--- src/rtl/dma_arb_pkg.sv ---
// Shared definitions for the DMA arbiter: state encodings, sizes and the timeout limit.
// The optional bus timeout is enabled by defining DMA_ARB_TIMEOUT_EN.
package dma_arb_pkg;

  localparam int N_REQ = 4;
  localparam int AW    = 18;
  localparam int DW    = 16;

  localparam logic [7:0] TIMEOUT_LIMIT = 8'd255;

  typedef enum logic [1:0] {
    ST_IDLE = 2'd0,
    ST_XFER = 2'd1,
    ST_ACK  = 2'd2
  } state_e;

  function automatic logic [N_REQ-1:0] onehot(input logic [1:0] idx);
    onehot = 4'b0001 << idx;
  endfunction

endpackage

--- src/rtl/dma_arb_rr_pick.sv ---
// Combinational 4-way round-robin priority encoder: search starts at last+1 and wraps.
module rr_pick
  import dma_arb_pkg::*;
(
  input  logic [N_REQ-1:0] req,
  input  logic [1:0]       last,
  output logic             any,
  output logic [1:0]       idx
);

  logic [1:0] cand_s;

  // Scan from farthest to nearest so the candidate closest after last wins.
  always_comb begin
    any    = |req;
    idx    = 2'd0;
    cand_s = 2'd0;
    for (int i = N_REQ; i >= 1; i--) begin
      cand_s = last + 2'(i);
      if (req[cand_s]) begin
        idx = cand_s;
      end else begin
        idx = idx;
      end
    end
  end

endmodule

--- src/rtl/dma_arb.sv ---
// Four-requester DMA arbiter driving a single memory port (IDLE -> XFER -> ACK).
// Define DMA_ARB_TIMEOUT_EN to add a 255-cycle bus timeout that reports through err.
module dma_arb
  import dma_arb_pkg::*;
(
  input  logic             clk,
  input  logic             reset_n,
  input  logic [N_REQ-1:0] req,
  input  logic [N_REQ-1:0] we,
  input  logic [AW-1:0]    addr0,
  input  logic [AW-1:0]    addr1,
  input  logic [AW-1:0]    addr2,
  input  logic [AW-1:0]    addr3,
  input  logic [DW-1:0]    wdata0,
  input  logic [DW-1:0]    wdata1,
  input  logic [DW-1:0]    wdata2,
  input  logic [DW-1:0]    wdata3,
  output logic [N_REQ-1:0] ack,
  output logic             err,
  output logic [DW-1:0]    rdata,
  input  logic             cpu_hold,
  output logic             mem_req,
  output logic             mem_we,
  output logic [AW-1:0]    mem_addr,
  output logic [DW-1:0]    mem_wdata,
  input  logic [DW-1:0]    mem_rdata,
  input  logic             mem_ack,
  output logic [1:0]       grant_id
);

  state_e           state_q, state_d;
  logic [1:0]       last_q, last_d;
  logic [1:0]       gid_q, gid_d;
  logic             we_q, we_d;
  logic [AW-1:0]    addr_q, addr_d;
  logic [DW-1:0]    wdata_q, wdata_d;
  logic [DW-1:0]    rdata_q, rdata_d;
  logic             mem_req_q, mem_req_d;
  logic [N_REQ-1:0] ack_q, ack_d;

  logic             pick_any_s;
  logic [1:0]       pick_idx_s;
  logic [AW-1:0]    addr_s;
  logic [DW-1:0]    wdata_s;

`ifdef DMA_ARB_TIMEOUT_EN
  logic [7:0]       cnt_q, cnt_d;
  logic             err_q, err_d;
`endif

  rr_pick u_pick (
    .req  (req),
    .last (last_q),
    .any  (pick_any_s),
    .idx  (pick_idx_s)
  );

  // Select the candidate winner's address and write data.
  always_comb begin
    case (pick_idx_s)
      2'd0:    begin addr_s = addr0; wdata_s = wdata0; end
      2'd1:    begin addr_s = addr1; wdata_s = wdata1; end
      2'd2:    begin addr_s = addr2; wdata_s = wdata2; end
      2'd3:    begin addr_s = addr3; wdata_s = wdata3; end
      default: begin addr_s = addr0; wdata_s = wdata0; end
    endcase
  end

  // Next-state and output logic; a transfer once granted always runs to ACK.
  always_comb begin
    state_d   = state_q;
    last_d    = last_q;
    gid_d     = gid_q;
    we_d      = we_q;
    addr_d    = addr_q;
    wdata_d   = wdata_q;
    rdata_d   = rdata_q;
    mem_req_d = mem_req_q;
    ack_d     = {N_REQ{1'b0}};
`ifdef DMA_ARB_TIMEOUT_EN
    cnt_d     = cnt_q;
    err_d     = 1'b0;
`endif
    case (state_q)
      ST_IDLE: begin
        if (pick_any_s && !cpu_hold) begin
          state_d   = ST_XFER;
          gid_d     = pick_idx_s;
          we_d      = we[pick_idx_s];
          addr_d    = addr_s;
          wdata_d   = wdata_s;
          mem_req_d = 1'b1;
`ifdef DMA_ARB_TIMEOUT_EN
          cnt_d     = 8'd0;
`endif
        end else begin
          mem_req_d = 1'b0;
        end
      end
      ST_XFER: begin
        if (mem_ack) begin
          if (!we_q) begin
            rdata_d = mem_rdata;
          end else begin
            rdata_d = rdata_q;
          end
          mem_req_d = 1'b0;
          ack_d     = onehot(gid_q);
          state_d   = ST_ACK;
`ifdef DMA_ARB_TIMEOUT_EN
        end else if (cnt_q == TIMEOUT_LIMIT) begin
          rdata_d   = {DW{1'b0}};
          mem_req_d = 1'b0;
          ack_d     = onehot(gid_q);
          err_d     = 1'b1;
          state_d   = ST_ACK;
        end else begin
          cnt_d     = cnt_q + 8'd1;
        end
`else
        end else begin
          state_d   = ST_XFER;
        end
`endif
      end
      ST_ACK: begin
        last_d  = gid_q;
        state_d = ST_IDLE;
      end
      default: begin
        mem_req_d = 1'b0;
        state_d   = ST_IDLE;
      end
    endcase
  end

  // State and registered outputs; last_q resets to 3 so requester 0 wins first.
  always_ff @(posedge clk or negedge reset_n) begin
    if (!reset_n) begin
      state_q   <= ST_IDLE;
      last_q    <= 2'd3;
      gid_q     <= 2'd0;
      we_q      <= 1'b0;
      addr_q    <= {AW{1'b0}};
      wdata_q   <= {DW{1'b0}};
      rdata_q   <= {DW{1'b0}};
      mem_req_q <= 1'b0;
      ack_q     <= {N_REQ{1'b0}};
    end else begin
      state_q   <= state_d;
      last_q    <= last_d;
      gid_q     <= gid_d;
      we_q      <= we_d;
      addr_q    <= addr_d;
      wdata_q   <= wdata_d;
      rdata_q   <= rdata_d;
      mem_req_q <= mem_req_d;
      ack_q     <= ack_d;
    end
  end

`ifdef DMA_ARB_TIMEOUT_EN
  // Timeout counter and error pulse.
  always_ff @(posedge clk or negedge reset_n) begin
    if (!reset_n) begin
      cnt_q <= 8'd0;
      err_q <= 1'b0;
    end else begin
      cnt_q <= cnt_d;
      err_q <= err_d;
    end
  end

  assign err = err_q;
`else
  assign err = 1'b0;
`endif

  assign ack       = ack_q;
  assign rdata     = rdata_q;
  assign mem_req   = mem_req_q;
  assign mem_we    = we_q;
  assign mem_addr  = addr_q;
  assign mem_wdata = wdata_q;
  assign grant_id  = gid_q;

endmodule

--- config.mk ---
export PLATFORM = sky130hd
export DESIGN_NAME = dma_arb
export DESIGN_NICKNAME = d
export VERILOG_FILES = /design/src/rtl/dma_arb_pkg.sv /design/src/rtl/dma_arb_rr_pick.sv /design/src/rtl/dma_arb.sv
export SDC_FILE = /design/constraint.sdc
export NUM_CORES = 1
export LEC_CHECK = 0
export BUFFER_PORTS_ARGS = -buffer_cell sky130_fd_sc_hd__buf_2
export CAP_MARGIN = 25
export CELL_PAD_IN_SITES_DETAIL_PLACEMENT = 0
export CELL_PAD_IN_SITES_GLOBAL_PLACEMENT = 1
export CORE_ASPECT_RATIO = 1.5
export CORE_MARGIN = 2
export CORE_UTILIZATION = 32
export DETAILED_ROUTE_END_ITERATION = 8
export GPL_ROUTABILITY_DRIVEN = 0
export GPL_TIMING_DRIVEN = 0
export PLACE_DENSITY_LB_ADDON = 0.05
export SLEW_MARGIN = 0
export SYNTH_ARGS = -nofsm -noshare
export SYNTH_HDL_FRONTEND = slang
export SYNTH_SLANG_ARGS = --single-unit
--- constraint.sdc ---
create_clock -name clk -period 2.2 [get_ports clk]
set_input_delay 0.22 -clock clk [delete_from_list [all_inputs] [get_ports clk]]
set_output_delay 0.22 -clock clk [all_outputs]
set_load 0.02 [all_outputs]
==> metrics.txt, run 1 <==
number of violations of the max-capacitance limit=0; net count of the mapped netlist=442; Clock Skew=4.664 ps; ant diodes=0; number of synthesized register bits=62; Synth Instances=278; clk_lat worst skew=320 ps; average via count per standard cell=4.700; Routed Wire Length=10,340 um; Port-buffer cells=221; number of H-tree levels=3; largest fanout of any net on the critical path=10; Reg clk slew, reported paths=50 ps; power density over cell area=1330 nW/um2; global route overflow=0; setup TNS=0 ps; floorplan row count=46; dominant synthesized flop cell=dfrtp_1; vias=3,097; half-perimeter wire length of the detailed placement result=8221 um; post-synthesis average cell area=12.58 um2; Setup crit start kind=register; share of synthesized area occupied by flip-flops and latches=44.44%; clock tree from TritonCTS=yes; final cycle utilization of the critical path=90.23%; Highest Clock Rate=0.5038 GHz; final number of setup-violating endpoints=0; final routed wire length divided by cell count=15.69 um; die area=11,800 um2; share of cells above drive strength 1=58.25%; leakage power=2.623 nW; kind of critical path=reg -> reg; DRC violation count after routing=0; number of global-route vias before repair=3,319; Worst Reg-to-Reg Cells=6; post-layout instance area=5124 um2; library cell with the largest summed area after synthesis=dfrtp_1; EDFF count, synth=0; leading cell types in the layout, fill and taps excluded=226 x buf_2, 71 x mux2i_1, 60 x dfrtp_1; number of nets still failing antenna checks after routing=0; async set or reset register ratio after synthesis=100.0%; wire length of the first global-routing pass=15,960 um; worst min-delay path class=in -> async; run status=complete, but fails checks; maximum root-to-sink buffer count=2; relative slew slack=46.83%; Reg-to-Reg Start=state_q[0]$_DFFE_PN0P_; number of antenna violations at the first check in global routing=0; maximum number of pins on one net before global-route repair=63; most common cell after layout, fill and taps aside=buf_2; clock sinks=62; I/O pin cnt=223; violated checks=hold timing; worst setup path start=state_q[0]$_DFFE_PN0P_; synthesis-to-finish area growth=46.51%; final count of hold timing violations=16; Worst Tran Pin Value=797.5 ps; setup repair after global routing missed its margin=no; Post-Syn Area=3497 um2; detailed-router iteration count before antenna repair=4; final period demand of the worst path=1985 ps; height of the die=132.0 um; fraction of post-synthesis cell area in the top cell type by area=42.93%; area of the core=10,590 um2; WHS=-22.56 ps; total routing usage reported by global routing=17.58%; Final #Nets=674; CTS Root Cell=clkbuf_16; chip width=89.36 um; Crit path required time=2420 ps; critical path endpoint category=register; worst vdd ir=721.4 uV; number of violations reported at the end of detailed-routing iteration 0=75; distinct cell type count of the synthesized netlist=35; final max-slew violation count=0; Yosys warning total=0; Inserted Clock Buffers=9; post-detailed-placement cell area=4786 um2; effective utilization at floorplan=33.02%; Area contributors post-synth=dfrtp_1 43%, mux2i_1 20%, a221oi_2 13%; data arrival time at the worst-slack endpoint=2210 ps
state kept, by name, indices dropped and copies added, names as in the netlist, 2 cells and up:
| register | cells |
|---|---|
| ack | 4 |
| state_q | 2 |
| grant_id | 2 |
| last_q | 2 |
| mem_wdata | 16 |
| rdata | 16 |
| mem_addr | 18 |
power by group:
part	switching, W	internal [W]
Combinational	0.00187	0.00142
Sequential	0.000293	0.00167
Clock	0.000476	0.00108
Total	0.00264	0.00417
cell usage after synthesis, types with 4 or more instances:
library cell	count
a221oi_1	4
a221oi_2	31
nor2_1	37
mux2i_1	71
buf_6	4
dfrtp_1	60
buf_4	4
mux2_2	8
buf_2	6
nand2_1	6
mux2_1	10
repair_timing:
action | CTS | global route
setup buffers | 0 | 0
hold buffers | 0 | 0
gates resized for setup | 0 | 3
setup endpoints to repair | 0 | 18
endpoints found under the hold margin | 0 | 0
metal layers:
layer	track usage (%)	up-vias	part of all wire (%)	routed length, um
met1	18.62	1443	37	3868
met4	5.556	0	1.3	136
li1	-	1513	-	-
met5	0	-	0	0
met2	32.18	131	53	5447
met3	5.197	10	8.6	889
final cells by class:
| cell class | count | area, um2 |
|---|---|---|
| flip-flops and latches | 62 | 1554 |
| plain buffers | 21 | 183.9 |
| inverters | 3 | 11.26 |
| clock buffers | 13 | 270.3 |
| fillers | 1099 | 5466 |
| repair buffers | 221 | 1109 |
| clock inverters | 3 | 65.06 |
| multi-input cells | 192 | 1750 |
| well taps | 144 | 180.2 |
path summary, 6_finish.rpt:
kind	endpoint	slack, ps
setup reg to reg	mem_addr[0]$_DFFE_PN0P_	210
hold reg to reg	rdata[14]$_DFFE_PN0P_	480
max in group asynchronous	mem_wdata[11]$_DFFE_PN0P_	1690
hold / removal	rdata[14]$_DFFE_PN0P_	-20
setup / recovery	mem_addr[0]$_DFFE_PN0P_	210
min in group clk	rdata[9]$_DFFE_PN0P_	110
critical path, stage by stage (launching register included):
cell,delay (ps)
dfrtp_1,400
nor3_1,310
o41a_1,250
buf_2,240
clkbuf_1,400
nor2_1,90
a221oi_2,190
stage by stage:
stage	instances	setup WS [ps]	util (%)	power (W)
2_1_floorplan	278	523.0	-	0.004264
3_3_place_gp	643	160.6	45.17	0.005291
3_5_place_dp	643	138.8	45.19	0.005344
4_1_cts	659	114.3	48.36	0.006937
5_1_grt	659	21.73	48.38	0.007236
6_report	659	214.9	48.38	0.006812
kinds of logic after synthesis:
kind of cell / count (synthesis) / synth area share, %
simple gates: 56 / 7.049
mux: 89 / 26.12
other cells: 1 / 0.1072
buf+inv: 24 / 5.510
flops: 62 / 44.44
compound gates: 46 / 16.78
Note: power is estimated with default switching activity, not from simulation.
==> inputs of run 2 (changes only) <==
- ABC_AREA: unset -> 1
- CORE_UTILIZATION: 32 -> 29
==> run 2 against run 1 <==
  * The run still ends with hold timing left
  * Final cell count grew 47%
  * First-iteration DRC count grew 60%
  * Die area is 20% higher
  * Setup slack got worse by 91 ps
  * Core utilization decreased by 5.2 points
  * Clock power shrank 6%
  * Wire length is 42% higher
  * Global-route usage increased by 2.3 points
  * Non-clock buffer count rose by 21
  * Highest routed layer unchanged
==> metrics.txt, run 2 <==
clock sinks=62; share of synthesized area occupied by flip-flops and latches=40.52%; Final #Nets=967; vias=4,399; final cycle utilization of the critical path=94.34%; critical path endpoint category=register; final count of hold timing violations=1; Port-buffer cells=221; number of synthesized register bits=62; DRC violation count after routing=0; floorplan row count=51; effective utilization at floorplan=29.60%; final core utilization=43.16%; Final Worst Setup Slack=124.4 ps; Yosys warning total=0; Synth Instances=563; net count of the mapped netlist=727; library cell with the largest summed area after synthesis=dfrtp_1; data arrival time at the worst-slack endpoint=2290 ps; final max-slew violation count=0; Critical Path End=mem_wdata[5]$_DFFE_PN0P_; Routed Wire Length=14,640 um; number of violations of the max-capacitance limit=0; I/O pin cnt=223; chip width=97.90 um; list of most frequent post-synthesis cells=237 x nand2_1, 71 x nor2_1, 60 x dfrtp_1; leakage power=3.253 nW; Worst Tran Pin Value=844.5 ps; number of antenna violations at the first check in global routing=1; global route overflow=0; total routing usage reported by global routing=19.86%; number of buffers inserted by hold repair at cts=0; detailed-router iteration count before antenna repair=4; Crit path required time=2420 ps; Clock Skew=6.268 ps; Inserted Clock Buffers=9; synthesis-to-finish area growth=45.77%; setup repair after global routing missed its margin=yes; violated checks=hold timing; half-perimeter wire length of the detailed placement result=11,130 um; Post-Syn Area=3835 um2; worst min-delay path class=in -> async; Worst Reg-to-Reg Cells=15; most repeated cell in the gate-level netlist after synthesis=nand2_1; maximum number of pins on one net before global-route repair=63; number of H-tree levels=3; async set or reset register ratio after synthesis=100.0%; final routed wire length divided by cell count=15.12 um; leading cell types in the layout, fill and taps excluded=234 x nand2_1, 233 x buf_2, 70 x nor2_1; largest fanout of any net on the critical path=10; reg2reg end=mem_wdata[5]$_DFFE_PN0P_; distinct cell type count of the synthesized netlist=28; number of violations reported at the end of detailed-routing iteration 0=120; clk_lat worst skew=330 ps; CTS Root Cell=clkbuf_16; maximum root-to-sink buffer count=2; run status=complete, but fails checks; height of the die=144.8 um; Area contributors post-synth=dfrtp_1 39%, nand2_1 23%, nor2_1 6.9%; final number of setup-violating endpoints=0; share of cells above drive strength 1=38.49%; number of global-route vias before repair=4,258; worst setup path start=last_q[0]$_DFFE_PN1P_; flip-flop count of the largest register, all copies and words added=18; WHS=-0.06445 ps; worst vdd ir=680.6 uV; final period demand of the worst path=2076 ps; dominant synthesized flop cell=dfrtp_1; Reg clk slew, reported paths=50 ps; fraction of post-synthesis cell area in the top cell type by area=39.15%; clock tree from TritonCTS=yes; Setup crit start kind=register; FF-to-FF setup slack=120 ps; area of the core=12,950 um2; most common cell after layout, fill and taps aside=nand2_1; kind of critical path=reg -> reg; EDFF count, synth=0; number of nets still failing antenna checks after routing=0; Reg-to-Reg Start=last_q[0]$_DFFE_PN1P_; Highest Clock Rate=0.4818 GHz; wire length of the first global-routing pass=22,020 um; die area=14,180 um2; power density over cell area=1760 nW/um2; average via count per standard cell=4.544; Post-Place Setup Slack=142.4 ps; total design power=0.009837 W; relative slew slack=43.70%; post-synthesis average cell area=6.812 um2
==> run 2: what timing repair did <==
action,CTS,global route
buffers inserted,0,6
endpoints found under the setup margin,0,33
hold endpoints to repair,0,0
gates resized for setup,0,36
==> run 2: per-stage QoR <==
| step | TNS, ps | instance area, um2 | instances |
|---|---|---|---|
| floorplan | 0 | 3835 | 563 |
| global placement | 0 | 5140 | 943 |
| detailed placement | 0 | 5142 | 943 |
| CTS | 0 | 5445 | 959 |
| global route | -107.0 | 5588 | 967 |
| finish | 0 | 5590 | 968 |
==> run 2: layer usage <==
metal  track usage (%)  part of all wire [%]
met5                 0                     0
met4             6.213                   1.6
met3             5.668                   7.5
met2             33.85                    50
met1             24.33                    41
==> run 2: power by group <==
part | internal, W | switching, W | total [W]
Clock | 0.000938 | 0.000524 | 0.00146
Combinational | 0.00233 | 0.00411 | 0.00644
Sequential | 0.00167 | 0.000260 | 0.00193
Total | 0.00494 | 0.00490 | 0.00984
==> run 2: cell families (layout without fill, tap and decap cells) <==
| logic type | Yosys count | count (layout) | synth area share, % |
|---|---|---|---|
| AO/OA/AOI/OAI | 23 | 23 | 3.132 |
| buffers and inverters | 72 | 316 | 8.776 |
| AND/OR/NAND/NOR | 389 | 390 | 42.77 |
| flip-flops | 62 | 62 | 40.52 |
| other | 1 | 2 | 0.09779 |
| multiplexers | 16 | 16 | 4.698 |
==> run 2: how the worst min path moves through the flow <==
stage / startpoint / to / slack (ps)
after floorplan: reset_n / ack[0]$_DFF_PN0_ / -80
after global placement: mem_rdata[0] / rdata[0]$_DFFE_PN0P_ / 450
after detailed placement: reset_n / ack[3]$_DFF_PN0_ / 390
after CTS: reset_n / ack[3]$_DFF_PN0_ / 30
after global routing: reset_n / ack[3]$_DFF_PN0_ / 60
final: reset_n / ack[3]$_DFF_PN0_ / -0.06
==> run 2: cell type report <==
class | count | area (um2)
Antenna cell | 1 | 2.502
Buffer | 35 | 231.5
Clock buffer | 13 | 260.3
Clock inverter | 3 | 42.54
Fill cell | 1456 | 7363
Inverter | 37 | 146.4
Multi-Input combinational cell | 430 | 1986
Sequential cell | 62 | 1554
Tap cell | 159 | 198.9
Timing Repair Buffer | 228 | 1169
==> run 2: critical path, stage by stage, from the launching register on <==
cell and delay [ps]:
dfstp_2 520, buf_6 120, buf_6 120, o21ai_1 90, nand2_1 90, nand2_1 70
nand2_2 90, nand2_2 70, nand2_4 110, nand2_4 80, buf_6 150, buf_6 140
nand3_1 70, nand3_1 90, nand2_1 80, nand2_1 50
==> inputs of run 3 (changes only) <==
- PLACE_DENSITY_LB_ADDON: 0.05 -> 0.1
==> run 3 against run 2 <==
  * The flow still finishes with violations (hold timing)
  * Setup slack better by 3.1 ps
  * Clock skew up 2.6 ps
  * Via count up 1.1%
  * Worst hold slack worse by 7.3 ps
  * Final cell count decreased by 0.62%
  * Combinational power down 4.2%
  * Largest cell class unchanged
  * Largest power group unchanged
  * Highest routed layer unchanged
==> metrics.txt, run 3 (same netlist as run 2, synthesis figures left out) <==
run status=complete, but fails checks; violated checks=hold timing; register area=1554 um2; Setup crit start kind=register; chip width=97.90 um; critical path endpoint category=register; die area=14,180 um2; Inserted Clock Buffers=9; worst vdd ir=574.3 uV; floorplan row count=51; number of violations of the max-capacitance limit=0; synthesis-to-finish area growth=44.18%; CTS Root Cell=clkbuf_16; Final #Nets=960; I/O pin cnt=223; number of antenna violations at the first check in global routing=0; power density over cell area=1771 nW/um2; flip-flop count of the largest register, all copies and words added=18; data arrival time at the worst-slack endpoint=2310 ps; final max-slew violation count=0; maximum root-to-sink buffer count=2; met1 usage in global routing=22.49%; final count of hold timing violations=3; clock tree from TritonCTS=yes; area of the multi-input gates=1949 um2; global route overflow=0; DRC violation count after routing=0; final period demand of the worst path=2072 ps; number of global-route vias before repair=4,412; kind of critical path=reg -> reg; CP dominant cell by count=nand2_1; final routed wire length divided by cell count=15.24 um; cell chain of the critical path=buf_6, inv_6, nand2_1, nand2_1, nand2_1, nand2_1, nand2_2, nand2_2, nand2_4, nand2_4, buf_6, buf_6, nand3_1, nand3_1, nand2_1, nand2_1; most common cell after layout, fill and taps aside=nand2_1; largest fanout of any net on the critical path=10; Reg clk slew, reported paths=60 ps; number of H-tree levels=3; WHS=-7.386 ps; filler cell count=1,420; average via count per standard cell=4.625; leakage power=3.223 nW; Routed Wire Length=14,660 um; number of buffers inserted by hold repair at cts=0; setup repair after global routing missed its margin=yes; number of nets still failing antenna checks after routing=0; half-perimeter wire length of the detailed placement result=11,240 um; relative slew slack=42.83%; total routing usage reported by global routing=20.34%; height of the die=144.8 um; final cycle utilization of the critical path=94.20%; worst stage delay on the critical path=520 ps; Critical Path Slowest Stage Cell=dfstp_2; share of cells above drive strength 1=37.33%; clock sinks=62; Crit path required time=2430 ps; gr busiest metal=met2; clk_lat worst skew=340 ps; effective utilization at floorplan=29.60%; number of violations reported at the end of detailed-routing iteration 0=114; met3 Track Usage GR=6.628%; Clock Skew=8.873 ps; maximum number of pins on one net before global-route repair=63; vias=4,449; wire length of the first global-routing pass=22,380 um; detailed-router iteration count before antenna repair=4; met2 Track Usage GR=36.48%; Highest Clock Rate=0.4825 GHz; Port-buffer cells=221; final number of setup-violating endpoints=0; worst min-delay path class=in -> async; Worst Reg-to-Reg Cells=16; area of the core=12,950 um2; leading cell types in the layout, fill and taps excluded=237 x nand2_1, 232 x buf_2, 71 x nor2_1; Worst Tran Pin Value=857.6 ps; final core utilization=42.68%; total design power=0.009793 W
run 3: changes by cell type in the layout (fill, tap and decap cells not counted), sizes merged:
cell      delta
buf          -8
bufinv       +2
clkbuf       -2
clkinv       +2
clkinvlp     -1
diode        +1
inv          +1
nand2        -1
run 3: cell type report:
| type | instances | area share (%) |
|---|---|---|
| multi-input combinational | 429 | 35.26 |
| sequential | 62 | 28.11 |
| timing repair buffer | 222 | 20.19 |
| clock buffer | 9 | 4.073 |
| buffer | 35 | 3.892 |
| tap | 159 | 3.598 |
| inverter | 37 | 2.602 |
| clock inverter | 7 | 2.195 |
| antenna | 2 | 0.09052 |
run 3: final timing paths:
kind	startpoint	to	slack [ps]
worst max-delay path	last_q[0]$_DFFE_PN1P_	mem_wdata[3]$_DFFE_PN0P_	130
worst min-delay path	reset_n	mem_wdata[2]$_DFFE_PN0P_	-7
worst max register to register	last_q[0]$_DFFE_PN1P_	mem_wdata[3]$_DFFE_PN0P_	130
worst min register to register	mem_wdata[9]$_DFFE_PN0P_	mem_wdata[9]$_DFFE_PN0P_	470
max in group asynchronous	reset_n	mem_wdata[6]$_DFFE_PN0P_	1660
min in group clk	mem_rdata[3]	rdata[3]$_DFFE_PN0P_	110
run 3: metal layers:
metal,part of all wire [%],vias up
met2,51,194
met3,9.4,19
li1,-,2234
met5,0,-
met4,1.8,0
met1,38,2002
run 3: worst max-delay path, delay by kind of cell (launching register included):
| kind | cells | cell delay (ps) |
|---|---|---|
| flip-flops | 1 | 520 |
| buffers and inverters | 4 | 480 |
| AND/OR/NAND/NOR | 12 | 970 |
run 3: through the flow:
stage	hold slack (ps)	std cells	setup TNS (ps)	worst slack, ps	instance area, um2
2_1_floorplan	-75.59	563	0	393.5	3835
3_3_place_gp	454.2	943	0	113.6	5140
3_5_place_dp	397.1	943	0	87.15	5142
4_1_cts	31.89	959	0	86.51	5489
5_1_grt	58.31	960	-33.95	-11.93	5524
6_report	-7.386	962	0	127.6	5529
run 3: repair_timing:
| action | in CTS | in global routing |
|---|---|---|
| gates resized for setup | 0 | 15 |
| setup endpoints to repair | 0 | 27 |
| setup buffers | 0 | 1 |
run 3: power breakdown:
group	switching, W	internal [W]	total (W)
logic	0.00403	0.00214	0.00617
clock network	0.000561	0.00111	0.00167
registers	0.000276	0.00167	0.00195
